==> src/rtl/n64_pkg.sv <==
// Shared types and constants for N64 controller bus blocks: FSM states,
// command/response sizes and the default bus timing in clocks.
package n64_pkg;

  typedef enum logic [2:0] {
    IDLE,
    TX,
    RX_WAIT,
    RX_SAMPLE,
    DONE,
    ERROR
  } state_t;

  localparam logic [7:0] CMD_POLL  = 8'h01;
  localparam int         CMD_BITS  = 8;
  localparam int         RESP_BITS = 32;
  localparam int         TX_IDX_W  = 4;

  localparam int DEF_BIT_PERIOD    = 40;
  localparam int DEF_SHORT_LOW     = 10;
  localparam int DEF_LONG_LOW      = 30;
  localparam int DEF_SAMPLE_POINT  = 20;
  localparam int DEF_POLL_INTERVAL = 16000;
  localparam int DEF_RESP_TIMEOUT  = 400;

  // Cells 0..7 carry the command MSB first; the cell after them is the stop bit ('1').
  function automatic logic tx_cell_bit(input logic [TX_IDX_W-1:0] idx);
    if (idx < TX_IDX_W'(CMD_BITS)) begin
      return CMD_POLL[3'(TX_IDX_W'(CMD_BITS - 1) - idx)];
    end
    return 1'b1;
  endfunction

endpackage

==> src/rtl/n64_line_sync.sv <==
// Two-flop synchronizer for the N64 pad line plus a falling-edge detector.
// Every stage resets to the idle (pulled-high) line level.
module n64_line_sync (
  input  logic clk,
  input  logic rst_n,
  input  logic data_in,
  output logic line,
  output logic fall
);

  logic meta;
  logic sync_q0;
  logic sync_q1;

  always_ff @(posedge clk or negedge rst_n) begin
    if (!rst_n) begin
      meta    <= 1'b1;
      sync_q0 <= 1'b1;
      sync_q1 <= 1'b1;
    end else begin
      meta    <= data_in;
      sync_q0 <= meta;
      sync_q1 <= sync_q0;
    end
  end

  assign line = sync_q0;
  assign fall = sync_q1 & ~sync_q0;

endmodule

==> src/rtl/n64_poll_controller.sv <==
// Host-side N64 controller bus master: sends the poll command, times and
// decodes the 32-bit response, and reports good data or a response timeout.
module n64_poll_controller
  import n64_pkg::*;
#(
  parameter int BIT_PERIOD    = DEF_BIT_PERIOD,
  parameter int SHORT_LOW     = DEF_SHORT_LOW,
  parameter int LONG_LOW      = DEF_LONG_LOW,
  parameter int SAMPLE_POINT  = DEF_SAMPLE_POINT,
  parameter int POLL_INTERVAL = DEF_POLL_INTERVAL,
  parameter int RESP_TIMEOUT  = DEF_RESP_TIMEOUT
) (
  input  logic                 clk,
  input  logic                 rst_n,
  input  logic                 poll_en,
  input  logic                 data_in,
  output logic                 data_oe,
  output logic [RESP_BITS-1:0] buttons,
  output logic                 valid,
  output logic                 timeout_err,
  output logic                 busy
);

  localparam int IW = $clog2(POLL_INTERVAL + 1);
  localparam int CW = $clog2(BIT_PERIOD + 1);
  localparam int TW = $clog2(RESP_TIMEOUT + 1);
  localparam int SW = $clog2(SAMPLE_POINT + 1);
  localparam int RW = $clog2(RESP_BITS + 1);

  state_t                state, state_n;
  logic [IW-1:0]         interval_cnt, interval_n;
  logic [CW-1:0]         cell_cnt, cell_n;
  logic [TX_IDX_W-1:0]   tx_idx, tx_idx_n;
  logic [TW-1:0]         tmo_cnt, tmo_n;
  logic [SW-1:0]         smp_cnt, smp_n;
  logic [RW-1:0]         rx_cnt, rx_n;
  logic [RESP_BITS-1:0]  shift_reg, shift_n;
  logic                  line_hi;
  logic                  line_fall;

  n64_line_sync u_line_sync (
    .clk    (clk),
    .rst_n  (rst_n),
    .data_in(data_in),
    .line   (line_hi),
    .fall   (line_fall)
  );

  always_ff @(posedge clk or negedge rst_n) begin
    if (!rst_n) begin
      state        <= IDLE;
      interval_cnt <= '0;
      cell_cnt     <= '0;
      tx_idx       <= '0;
      tmo_cnt      <= '0;
      smp_cnt      <= '0;
      rx_cnt       <= '0;
      shift_reg    <= '0;
      buttons      <= '0;
    end else begin
      state        <= state_n;
      interval_cnt <= interval_n;
      cell_cnt     <= cell_n;
      tx_idx       <= tx_idx_n;
      tmo_cnt      <= tmo_n;
      smp_cnt      <= smp_n;
      rx_cnt       <= rx_n;
      shift_reg    <= shift_n;
      if (state == DONE) begin
        buttons <= shift_reg;
      end
    end
  end

  always_comb begin
    state_n    = state;
    interval_n = interval_cnt;
    cell_n     = cell_cnt;
    tx_idx_n   = tx_idx;
    tmo_n      = tmo_cnt;
    smp_n      = smp_cnt;
    rx_n       = rx_cnt;
    shift_n    = shift_reg;
    case (state)
      IDLE: begin
        if (!poll_en) begin
          interval_n = '0;
        end else begin
          if (int'(interval_cnt) < POLL_INTERVAL) begin
            interval_n = interval_cnt + IW'(1);
          end
          // A low line at expiry means the bus is stuck; wait for it to release.
          if (int'(interval_cnt) >= POLL_INTERVAL - 1 && line_hi) begin
            state_n  = TX;
            cell_n   = '0;
            tx_idx_n = '0;
            rx_n     = '0;
            shift_n  = '0;
          end
        end
      end
      TX: begin
        if (int'(cell_cnt) >= BIT_PERIOD - 1) begin
          cell_n = '0;
          if (int'(tx_idx) >= CMD_BITS) begin
            state_n = RX_WAIT;
            tmo_n   = '0;
          end else begin
            tx_idx_n = tx_idx + TX_IDX_W'(1);
          end
        end else begin
          cell_n = cell_cnt + CW'(1);
        end
      end
      RX_WAIT: begin
        if (line_fall) begin
          // The two synchronizer clocks already elapsed since the pad edge.
          state_n = RX_SAMPLE;
          smp_n   = SW'(2);
        end else if (int'(tmo_cnt) >= RESP_TIMEOUT - 1) begin
          state_n = ERROR;
        end else begin
          tmo_n = tmo_cnt + TW'(1);
        end
      end
      RX_SAMPLE: begin
        if (int'(smp_cnt) >= SAMPLE_POINT) begin
          if (int'(rx_cnt) >= RESP_BITS) begin
            state_n = DONE;
          end else begin
            shift_n = {shift_reg[RESP_BITS-2:0], line_hi};
            rx_n    = rx_cnt + RW'(1);
            state_n = RX_WAIT;
            tmo_n   = '0;
          end
        end else begin
          smp_n = smp_cnt + SW'(1);
        end
      end
      DONE, ERROR: begin
        state_n    = IDLE;
        interval_n = '0;
      end
      default: begin
        state_n = IDLE;
      end
    endcase
  end

  assign data_oe     = (state == TX) &&
                       (int'(cell_cnt) < (tx_cell_bit(tx_idx) ? SHORT_LOW : LONG_LOW));
  assign busy        = (state != IDLE);
  assign valid       = (state == DONE);
  assign timeout_err = (state == ERROR);

endmodule

==> config.mk <==
export PLATFORM = sky130hd
export DESIGN_NAME = n64_poll_controller
export DESIGN_NICKNAME = d
export VERILOG_FILES = /design/src/rtl/n64_pkg.sv /design/src/rtl/n64_line_sync.sv /design/src/rtl/n64_poll_controller.sv
export SDC_FILE = /design/constraint.sdc
export NUM_CORES = 1
export LEC_CHECK = 0
export CELL_PAD_IN_SITES_DETAIL_PLACEMENT = 1
export CELL_PAD_IN_SITES_GLOBAL_PLACEMENT = 2
export CORE_ASPECT_RATIO = 1.1
export CORE_MARGIN = 4
export CORE_UTILIZATION = 46
export DETAILED_ROUTE_END_ITERATION = 8
export DONT_BUFFER_PORTS = 1
export HOLD_SLACK_MARGIN = 0.1
export PLACE_DENSITY = 0.85
export SYNTH_ARGS = -nofsm -noshare
export SYNTH_HDL_FRONTEND = slang
export SYNTH_HIERARCHICAL = 1
export SYNTH_SLANG_ARGS = --single-unit
==> constraint.sdc <==
create_clock -name clk -period 4.16 [get_ports clk]
set_input_delay 1.248 -clock clk [delete_from_list [all_inputs] [get_ports clk]]
set_output_delay 1.248 -clock clk [all_outputs]
set_load 0.02 [all_outputs]
# Yosys cells after proc, flatten, opt, wreduce, memory -nomap -nowiden
# Memory sizes are Yosys's and may differ from the RTL's.
# Cells that the tools add are included.
[word_totals] ff_bits=114 rom_bits=8 input_bits=4 out_inout_bits=36 word_cells=111 mem_count=1
[mem_list] memory="(no name shown)" depth=8 word_bits=1 read_ports=1 rd_ports_with_merged_regs=0 wr=0 line="n64_pkg.sv:29" source="return CMD_POLL[3'(TX_IDX_W'(CMD_BITS - 1) - idx)];"
[classes] addsub=7 order_cmp=10 eq_ne=18 muxes=44 bitwise_logic=2 n_reduce_logical=17
[op_table] cell="2-to-1 mux 32 bit" count=4
[op_table] cell="case mux 32 bit (2 select lines)" count=1
[op_table] cell="2-to-1 mux 9 bit" count=6
[op_table] cell="2-to-1 mux 6 bit" count=5
[op_table] cell="2-to-1 mux 14 bit" count=2
[op_table] cell="case mux 14 bit (2 select lines)" count=1
[op_table] cell="case mux 9 bit (3 select lines)" count=1
[op_table] cell="2-to-1 mux 3 bit" count=8
[op_table] cell="case mux 6 bit (2 select lines)" count=2
[op_table] cell="!= test 2 bit (second input constant)" count=11
[op_table] cell="2-to-1 mux 4 bit" count=4
[op_table] cell="2-to-1 mux 5 bit" count=3
[op_table] cell="adder 14 x 1 -> 14 bit (second input constant)" count=1
[op_table] cell="greater-or-equal comparator 14 bit (second input constant)" count=1
[op_table] cell="less-than comparator 14 bit (second input constant)" count=1
[op_table] cell="adder 6 x 1 -> 6 bit (second input constant)" count=2
[op_table] cell="greater-or-equal comparator 6 bit (second input constant)" count=2
[op_table] cell="case mux 3 bit (4 select lines)" count=1
[op_table] cell="case mux 5 bit (2 select lines)" count=1
[op_table] cell="AND reduction 5 bit" count=2
[op_table] cell="adder 9 x 1 -> 9 bit (second input constant)" count=1
[op_table] cell="greater-or-equal comparator 9 bit (second input constant)" count=1
[op_table] cell="case mux 4 bit (2 select lines)" count=1
[op_table] cell="nonzero test 2 bit" count=4
[op_table] cell="23 further kinds" count=32

# Logic depth before layout (Yosys ltp)
# Gate-level depths: netlist of the first run.
[depth] depth_word=8 mapped_depth=8 mapped_depth_nobuf=7

# Hierarchy
# Netlist of the first run, hierarchy kept.
[modules_own_cells] mod="n64_poll_controller" instances=1 cells_per_inst=431 area_per_inst_um2=5034.8 seq_area_each_um2=2777.7
[modules_own_cells] mod="n64_line_sync" instances=1 cells_per_inst=4 area_per_inst_um2=92.6 seq_area_each_um2=78.8

# Worst setup path before layout of the first run
# Ideal clock, no wire load.
[synth_timing] path_kind="reg-to-output" startpoint="register tx_idx[0]" endpoint="output data_oe" t_arrival_ns=2.140 required_ns=2.912 slack_ns=0.772 stages_incl_launch_ff=8 n_path_buf=0 cell_sequence="dfrtp_1 ha_1 ha_1 or2_2 ha_1 a21oi_1 nor2_1 nor4_1"
[synth_via] elab_chain_len=8 word_cells_on_any_way=10 classes_between="add/sub (1); order compare (2); mux (5); reduce/logical (1); memory (1)"
[synth_rtl] element="from (decl)" line="n64_poll_controller.sv:33" source="logic [TX_IDX_W-1:0] tx_idx, tx_idx_n;"
[synth_rtl] element="from (signal assigned)" line="n64_poll_controller.sv:64" source="tx_idx <= tx_idx_n;"
[synth_rtl] element="subtractor 3 bit" line="n64_pkg.sv:29"
[synth_rtl] element="memory (8 x 1 bit)"
[synth_rtl] element="2-to-1 mux 1 bit (implied by the code)" line="n64_pkg.sv:29"
[synth_rtl] element="2-to-1 mux 1 bit" line="n64_pkg.sv:28" source="if (idx < TX_IDX_W'(CMD_BITS)) begin"
[synth_rtl] element="2-to-1 mux 1 bit *" line="n64_pkg.sv:31" source="return 1'b1;"
[synth_rtl] element="2-to-1 mux 5 bit *" line="n64_poll_controller.sv:151" source="(int'(cell_cnt) < (tx_cell_bit(tx_idx) ? SHORT_LOW : LONG_LOW));"
[synth_rtl] element="less-than comparator 6 x 5 -> 1 bit *" line="n64_poll_controller.sv:151"
[synth_rtl] element="logical AND 1 bit *" line="n64_poll_controller.sv:150" source="assign data_oe = (state == TX) &&"
[synth_rtl] element="to (decl)" line="n64_poll_controller.sv:17" source="output logic data_oe,"
# Every way passes the cells marked *; elsewhere a longest branch is shown, timed or not. The select of a mux whose other input is x is not followed.

# Final worst setup path of the first run
# Same ends and word-level chain as after synthesis.

==> results of run 1 <==
## worst reg2reg max path, delay by kind of cell, from the launching register on
family / cells / cell delay (ps)
AOI/OAI and AO/OA: 3 / 1210
DFF: 1 / 400
adders and majority gates: 1 / 250
and+or+nand+nor: 1 / 170
muxes: 1 / 170
## layer usage
metal / track usage (%) / routed length [um] / share of wire [%] / up-vias
li1: - / - / - / 1630
met3: 4.752 / 302 / 2.7 / 10
met1: 25.46 / 4955 / 44 / 1812
met2: 30.33 / 5829 / 52 / 36
met5: 0 / 0 / 0 / -
met4: 8.051 / 161 / 1.4 / 0
## report_power, final
group          leakage (nW)  internal (W)  total (W)  switching [W]
Clock                 0.282      0.000896    0.00146       0.000569
Sequential             1.55       0.00125    0.00144       0.000197
Combinational         0.857      0.000307   0.000908       0.000601
## stage by stage
stage	instances	worst slack, ps
5_1_grt	603	302.5
4_1_cts	603	498.6
3_5_place_dp	571	958.9
2_1_floorplan	435	772.2
6_report	603	545.0
3_3_place_gp	571	1030
## cells by family (layout without fill, tap and decap cells)
logic type | Yosys count | count (layout) | synth area share [%]
xor+xnor | 13 | 13 | 2.221
buf+inv | 29 | 50 | 2.806
compound gates | 121 | 121 | 18.28
fa+ha+maj | 11 | 11 | 2.684
mux | 34 | 34 | 7.467
flops | 114 | 114 | 55.71
simple gates | 113 | 113 | 10.84
## synth_stat cells, drive strengths merged, types with 2 or more instances
library cell and number:
dfrtp 111, a22o 37, mux2 34, nand2 30, nor2 30, o21ai 25, nand3 16, a21oi 14
inv 14, buf 11, ha 11, nor3 11, xnor2 7, a31oi 6, nand4 6, o21a 6
xor2 6, a211oi 4, a21o 4, clkbuf 4, nor4 4, a2111oi 3, a41oi 3, and2 3
and3 3, dfstp 3, and4 2, nand2b 2, o21bai 2, o2bb2ai 2, o41ai 2, or2 2
## layout make-up
| cell class | instances | area, um2 |
|---|---|---|
| Clock buffer | 17 | 425.4 |
| Sequential cell | 114 | 2856 |
| Inverter | 14 | 52.55 |
| Tap cell | 147 | 183.9 |
| Timing Repair Buffer | 4 | 30.03 |
| Fill cell | 1166 | 5055 |
| Clock inverter | 15 | 170.2 |
| Multi-Input combinational cell | 292 | 2137 |
## how the worst max path moves through the flow
stage	cells past startpoint	slack, ps	endpoint	startpoint
global placement	8	1030	data_oe	tx_idx[0]$_DFFE_PN0P_
CTS	8	500	data_oe	tx_idx[0]$_DFFE_PN0P_
floorplan	7	770	data_oe	tx_idx[0]$_DFFE_PN0P_
global route	8	300	data_oe	tx_idx[0]$_DFFE_PN0P_
detailed placement	8	960	data_oe	tx_idx[0]$_DFFE_PN0P_
finish	8	550	data_oe	tx_idx[0]$_DFFE_PN0P_
==> flow_summary.ini, run 1 <==
[outcome]
status = complete, no violations

[timing]
fin_crit_sh_pct = 86.90
setup_tns_ps = 0
rsz0062_at_grt = false
finalMaxSlewViolations = 0
maxSlewHeadroom_pct = 49.26
setup_viol = 0
max_freq_mhz = 276.6
skew_ps = 17.44
whs_ps = 356.3
period_needed_ps = 3615
worst_pin_slew_ps = 758.3
finalHoldViolations = 0

[grt]
grt_max_degree = 115
overflow = 0
grt_pass1_vias = 3739
grt_pass1_wl_um = 19530
antenna_found_initial = 0
track_usage_pct = 19.33

[critical_path]
crit_path_max_fanout = 4
cp.arrival_ps = 2370
crit_required_ps = 2910
path_buf_inv = 1
endpoint_kind = output port
regToRegSetupSlack_ps = 1880
crit_type = reg -> out
cpLargestDelayFamily = adder cells
cp-start-kind = flip-flop
r2r_start = cell_cnt[0]$_DFFE_PN0P_
r2r_cells = 6
path_cells = ha_1, ha_1, or2_2, ha_1, a21oi_1, nor2_1, nor4_1, buf_4
r2r-end = tmo_cnt[0]$_DFFE_PN0P_
slowest_delay_ps = 400
cp_slowest_cell = dfrtp_1
crit_top_cell = ha_1

[route]
route.detailed.drc = 0
drtAntennaViolNets = 0
dr.pass1.iters = 4
post_drt_wl_per_cell_um = 18.65
drt_wl_total_um = 11250
drt_iter0_drc = 157
via_per_inst = 5.784
vias = 3488

[pwr]
pwr_density_cell_nw_per_um2 = 651.5
ir_drop_uv = 398.1
finalPower_w = 0.003815
p_leak_nw = 2.685

[cts]
cts_tree = yes
numCtsBuffers = 17
post-cts-setup-buffer-count = 0
post_cts_resized = 0
insertion_delay_ps = 420
cts_buffer_depth = 2
clock_sinks = 114
cts_max_level = 4
holdBufCountCts = 0
path_clk_slew_ps = 60
clk_root_buffer_cell = clkbuf_16

[cells_and_area]
synthToLayoutAreaGrowth_pct = 14.20
fin_area_um2 = 5856
layout_common_cells = dfrtp_1, a22o_1, mux2_2
layout_commonest_cell = dfrtp_1
final_util_pct = 53.67
fin_nets = 458
diodes = 0
layout-drive-gt1-share_pct = 19.08

[place]
portBuffers = 0
dpl_cell_area_um2 = 5260
hpwl_um = 6947
routabilityCongestion = 0.7775

[yosys]
synth.distinct_cells = 58
yosys.area.top_type = dfrtp_1
yosys_register_bits = 114
synth-edff-count = 0
avgSynthCellArea_um2 = 11.79
netlist_area_um2 = 5127
synth_top_area_share_pct = 54.17
ys.flop_type = dfrtp_1
syn-num-nets = 450
ys_seq_area_share_pct = 55.71
ys_warn_count = 6
synthArstFlopShare_pct = 100.0
syn_inst = 435
yosys-top-cells-area = dfrtp_1, mux2_2, a22o_1

[min_path]
hp-start = u_line_sync/meta$_DFF_PN1_
min_to = u_line_sync/line$_DFF_PN1_
hold_depth = 0
min_path_type = reg -> reg

[floorplan]
fp.coreArea_um2 = 10910
rows = 40
die_h_um = 118.7
start_util_pct = 47.00
design.die.area_um2 = 12900
fp.dieW_um = 108.7
ios = 40

[run]
maxCapViolations = 0
Power figures use the tool's default switching activity.
==> run 2: changes to the inputs <==
Settings changed: CORE_UTILIZATION 46 to 47, CTS_BUF_LIST set to sky130_fd_sc_hd__clkbuf_8, PLACE_DENSITY 0.85 to 0.88, SYNTH_HIERARCHICAL 1 to not set.
==> run 2 against run 1 <==
  * Routed wire length rose by 5.5%
  * Core utilization fell by 0.87 points
  * Register-to-register slack got worse by 350 ps
  * Non-clock buffer count did not move
  * First-iteration DRC count rose by 51%
  * Via count rose by 13%
  * Total power rose by 13%
  * Final area rose by 4.1%
  * Area after synthesis rose by 8.6%
  * Critical path type unchanged
  * Critical endpoint unchanged
  * Largest cell class unchanged
==> flow_summary.ini, run 2 <==
[pwr]
clockPowerShare_pct = 25.7
pwr_density_cell_nw_per_um2 = 705.2
intPower_w = 0.002604
switching_share_pct = 39.41
ir_drop_uv = 330.6
p_leak_nw = 2.807
p_comb_share_pct = 29.8
p_sw_w = 0.001694
seqPwrFrac_pct = 44.5

[cells_and_area]
diodes = 0
fin_nets = 533
layout-drive-gt1-share_pct = 16.95
final_util_pct = 52.80
layout_commonest_cell = dfrtp_1
layout_common_cells = dfrtp_1, nand2_1, inv_1
synthToLayoutAreaGrowth_pct = 9.412

[route]
post_drt_wl_per_cell_um = 17.42
dr.pass1.iters = 4
via_per_inst = 5.794
drt_iter0_drc = 237
vias = 3946
drtAntennaViolNets = 0
drt_wl_total_um = 11860
route.detailed.drc = 0

[yosys]
ys.flop_type = dfrtp_1
ys_warn_count = 0
yosysMostFrequentCell = dfrtp_1
yosys.area.top_type = dfrtp_1
yosys_register_bits = 114
ys_seq_area_share_pct = 51.28
syn_inst = 517
avgSynthCellArea_um2 = 10.77
syn-num-nets = 532
synth_top_area_share_pct = 49.87
synth-edff-count = 0
synth.distinct_cells = 76
netlist_area_um2 = 5570
synthArstFlopShare_pct = 100.0
synth_commonest_cells = dfrtp_1, nand2_1, inv_1
yosys-top-cells-area = dfrtp_1, mux2_2, mux2i_1

[timing]
whs_ps = 365.2
maxSlewHeadroom_pct = 25.81
worst_pin_slew_ps = 1096
setup_tns_ps = 0
skew_ps = 12.82
rsz0062_at_grt = false
finalHoldViolations = 0
period_needed_ps = 3630
max_freq_mhz = 275.5
setup_viol = 0
finalMaxSlewViolations = 0
fin_crit_sh_pct = 87.26

[critical_path]
crit_top_cell = ha_1
regToRegSetupSlack_ps = 1530
path_cells = ha_1, ha_1, or2_2, ha_1, a21oi_1, nor2_1, nor4_1, buf_4
r2r_start = state[0]$_DFFE_PN0P_
crit_required_ps = 2910
cp_slowest_cell = dfrtp_1
slowest_delay_ps = 400
cp.arrival_ps = 2380
crit_path_max_fanout = 4
r2r_cells = 6
endpoint_kind = output port
cp-start-kind = flip-flop
crit_type = reg -> out
r2r-end = shift_reg[10]$_DFFE_PN0P_

[grt]
overflow = 0
grt_pass1_wl_um = 21130
track_usage_pct = 19.03
grt_pass1_vias = 4224
grt_max_degree = 115
antenna_found_initial = 0

[place]
portBuffers = 0
routabilityCongestion = 0.7592
hpwl_um = 7753

[floorplan]
rows = 41
ios = 40
die_h_um = 122.2
fp.coreArea_um2 = 11540
start_util_pct = 48.26
design.die.area_um2 = 13660
fp.dieW_um = 111.8

[run]
maxCapViolations = 0

[cts]
clk_root_buffer_cell = clkbuf_8
cts_max_level = 4
cts_tree = yes
path_clk_slew_ps = 60
numCtsBuffers = 17
cts_buffer_depth = 2
insertion_delay_ps = 420
holdBufCountCts = 0
clock_sinks = 114
post_cts_resized = 0
post-cts-setup-buffer-count = 0

[min_path]
hold_depth = 0
hp-start = u_line_sync.meta$_DFF_PN1_
min_path_type = reg -> reg
min_to = u_line_sync.line$_DFF_PN1_

[outcome]
status = complete, no violations
[run 2: cell count changes in the layout (fill, tap and decap cells not counted), moves of 7 or more]
cell / previous run / this run
nand2_1: 30 / 64
xnor2_1: 7 / 0
a22o_1: 37 / 3
clkbuf_16: 17 / 0
inv_1: 13 / 50
clkbuf_8: 0 / 21
mux2i_1: 0 / 35
nor3_1: 10 / 3
nor2_1: 28 / 17
[run 2: power by group through the flow]
stage	Clock (W)	Sequential [W]	Combinational, W
after global placement	0	0.00192	0.00124
after global routing	0.00119	0.00198	0.00144
after CTS	0.00113	0.00192	0.00130
after floorplan	0	0.00180	0.00114
final	0.00110	0.00191	0.00128
after detailed placement	0	0.00194	0.00129
[run 2: cell type report]
cell class | instances | area [um2]
clock buffers | 21 | 289.0
clock inverters | 11 | 135.1
fillers | 1278 | 5448
inverters | 47 | 176.4
multi-input cells | 334 | 2420
flip-flops and latches | 114 | 2856
well taps | 150 | 187.7
repair buffers | 4 | 30.03
[run 2: metrics by stage]
| stage | instances | power (W) | instance area (um2) | setup WS, ps |
|---|---|---|---|---|
| after floorplan | 517 | 0.002941 | 5570 | 775.7 |
| final | 681 | 0.004298 | 6095 | 530.0 |
| after detailed placement | 649 | 0.003227 | 5670 | 947.7 |
| after global routing | 681 | 0.004612 | 6095 | 344.3 |
| after global placement | 649 | 0.003164 | 5670 | 1020 |
| after CTS | 681 | 0.004352 | 6095 | 469.9 |
[run 2: worst max-delay path by stage]
stage                     startpoint  endpoint  slack (ps)  cells past startpoint
6_report       tx_idx[0]$_DFFE_PN0P_   data_oe         530                      8
5_1_grt        tx_idx[0]$_DFFE_PN0P_   data_oe         340                      8
4_1_cts        tx_idx[0]$_DFFE_PN0P_   data_oe         470                      8
3_5_place_dp   tx_idx[0]$_DFFE_PN0P_   data_oe         950                      8
3_3_place_gp   tx_idx[0]$_DFFE_PN0P_   data_oe        1020                      8
2_1_floorplan  tx_idx[0]$_DFFE_PN0P_   data_oe         780                      7
[run 2: kinds of logic (layout without fill, tap and decap cells)]
| logic type | count (synthesis) | after routing | synth area share [%] |
|---|---|---|---|
| AO/OA/AOI/OAI | 100 | 100 | 13.03 |
| AND/OR/NAND/NOR | 152 | 152 | 14.38 |
| multiplexers | 68 | 68 | 12.96 |
| buffers and inverters | 69 | 83 | 5.413 |
| XOR/XNOR | 3 | 3 | 0.4718 |
| flip-flops | 114 | 114 | 51.28 |
| adder cells (fa/ha/maj) | 11 | 11 | 2.471 |
[run 2: per-layer routing]
layer	vias up	wire length [um]	GRT usage, %
met1	2020	5455	24.80
li1	1861	-	-
met4	0	164	6.616
met3	14	445	4.521
met5	-	0	0
met2	51	5799	31.30
[run 2: worst max-delay path, delay by kind of cell (launching register included)]
family | cells | cell delay, ps
AND/OR/NAND/NOR | 3 | 590
buffers and inverters | 1 | 190
AO/OA/AOI/OAI | 1 | 140
adder cells (fa/ha/maj) | 3 | 650
flip-flops | 1 | 400
==> run 3: changes to the inputs <==
Settings changed: CORE_MARGIN 4 to not set.
==> run 3 against run 2 <==
  * Routed wire length rose by 3.1%
  * Critical path type unchanged
  * Die area fell by 10%
  * Largest cell class unchanged
  * Combinational power barely moved
  * Clock power barely moved
==> flow_summary.ini, run 3 (synthesis gave the netlist of run 2 again) <==
[cts]
numCtsBuffers = 17
cts_buffer_depth = 2
post_cts_resized = 0
post-cts-setup-buffer-count = 0
cts_max_level = 4
path_clk_slew_ps = 70
cts_tree = yes
clock_sinks = 114
clk_root_buffer_cell = clkbuf_8
insertion_delay_ps = 440
holdBufCountCts = 0

[timing]
period_needed_ps = 3705
max_freq_mhz = 269.9
fin_ws_ps = 454.6
whs_ps = 363.7
skew_ps = 10.50
fin_crit_sh_pct = 89.07
rsz0062_at_grt = false
setup_viol = 0
worst_pin_slew_ps = 1122
finalMaxSlewViolations = 0
maxSlewHeadroom_pct = 24.01
finalHoldViolations = 0
setup_tns_ps = 0

[cells_and_area]
synthToLayoutAreaGrowth_pct = 9.277
fin_nets = 533
diodes = 0
layout-drive-gt1-share_pct = 16.95
layout_commonest_cell = dfrtp_1
fillers = 1264
layout_common_cells = dfrtp_1, nand2_1, inv_1

[critical_path]
cp.arrival_ps = 2460
cp-start-kind = flip-flop
crit_path_max_fanout = 4
endpoint_kind = output port
cp_slowest_cell = dfrtp_1
crit_type = reg -> out
path_cells = ha_1, ha_1, or2_2, ha_1, a21oi_1, nor2_1, nor4_1, buf_4
crit_top_cell = ha_1
crit_required_ps = 2910
slowest_delay_ps = 400

[route]
via_per_inst = 5.793
route.detailed.drc = 0
drt_iter0_drc = 169
post_drt_wl_per_cell_um = 17.96
vias = 3945
drt_wl_total_um = 12230
drtAntennaViolNets = 0
dr.pass1.iters = 4

[grt]
grt_pass1_wl_um = 20820
grt_pass1_vias = 4172
antenna_found_initial = 0
overflow = 0
track_usage_pct = 21.95
grt_max_degree = 115

[pwr]
pwr_density_cell_nw_per_um2 = 704.0
p_leak_nw = 2.796
ir_drop_uv = 417.1

[floorplan]
start_util_pct = 48.48
fp.dieW_um = 105.8
fp.coreArea_um2 = 11490
rows = 41
die_h_um = 116.2
design.die.area_um2 = 12290
ios = 40

[min_path]
min_path_type = reg -> reg

[place]
hpwl_um = 8050
portBuffers = 0
dp_slack_ps = 903.3
routabilityCongestion = 0.8104

[run]
maxCapViolations = 0

[outcome]
status = complete, no violations
[run 3: power by group]
| group | switching (W) | total (W) | internal (W) | leakage, nW |
|---|---|---|---|---|
| sequential | 0.000513 | 0.00192 | 0.00141 | 1.51 |
| clock | 0.000443 | 0.00107 | 0.000630 | 0.211 |
| combinational | 0.000744 | 0.00129 | 0.000549 | 1.07 |
| total | 0.00170 | 0.00429 | 0.00259 | 2.80 |
[run 3: through the flow]
step	instance area (um2)	total power (W)	util, %	cells
2_1_floorplan	5570	0.002941	-	517
3_3_place_gp	5670	0.003157	49.35	649
3_5_place_dp	5670	0.003241	49.35	649
4_1_cts	6087	0.004338	52.97	681
5_1_grt	6087	0.004550	52.97	681
6_report	6087	0.004286	52.97	681
[run 3: cell type report]
| cell class | count | area, um2 | area share, % |
|---|---|---|---|
| clock inverter | 12 | 141.4 | 2.323 |
| multi-input combinational | 334 | 2420 | 39.75 |
| timing repair buffer | 4 | 30.03 | 0.4933 |
| clock buffer | 20 | 275.3 | 4.522 |
| tap | 150 | 187.7 | 3.083 |
| sequential | 114 | 2856 | 46.93 |
| inverter | 47 | 176.4 | 2.898 |
[run 3: critical path, delay by kind of cell (launching register included)]
family / cells / cell delay [ps]
buffers and inverters: 1 / 200
adders and majority gates: 3 / 660
DFF: 1 / 400
AOI/OAI and AO/OA: 1 / 150
and+or+nand+nor: 3 / 610
[run 3: metal layers]
metal  wire (um)  GRT usage [%]  up-vias  share of wire, %
met5           0              0        -                 0
met4         159          6.759        0               1.3
met3         543          7.422       16               4.4
met2        6095          37.47       67                50
met1        5434          26.44     2009                44
li1            -              -     1853                 -
[run 3: path summary, 6_finish.rpt]
check,from,to,slack (ps),cells past startpoint
hold reg to reg,u_line_sync.meta$_DFF_PN1_,u_line_sync.line$_DFF_PN1_,360,0
hold / removal,u_line_sync.meta$_DFF_PN1_,u_line_sync.line$_DFF_PN1_,360,0
max in group asynchronous,rst_n,u_line_sync.meta$_DFF_PN1_,3390,0
setup / recovery,tx_idx[0]$_DFFE_PN0P_,data_oe,450,8
min in group asynchronous,rst_n,interval_cnt[6]$_DFFE_PN0P_,500,0
setup reg to reg,state[0]$_DFFE_PN0P_,shift_reg[23]$_DFFE_PN0P_,1510,6
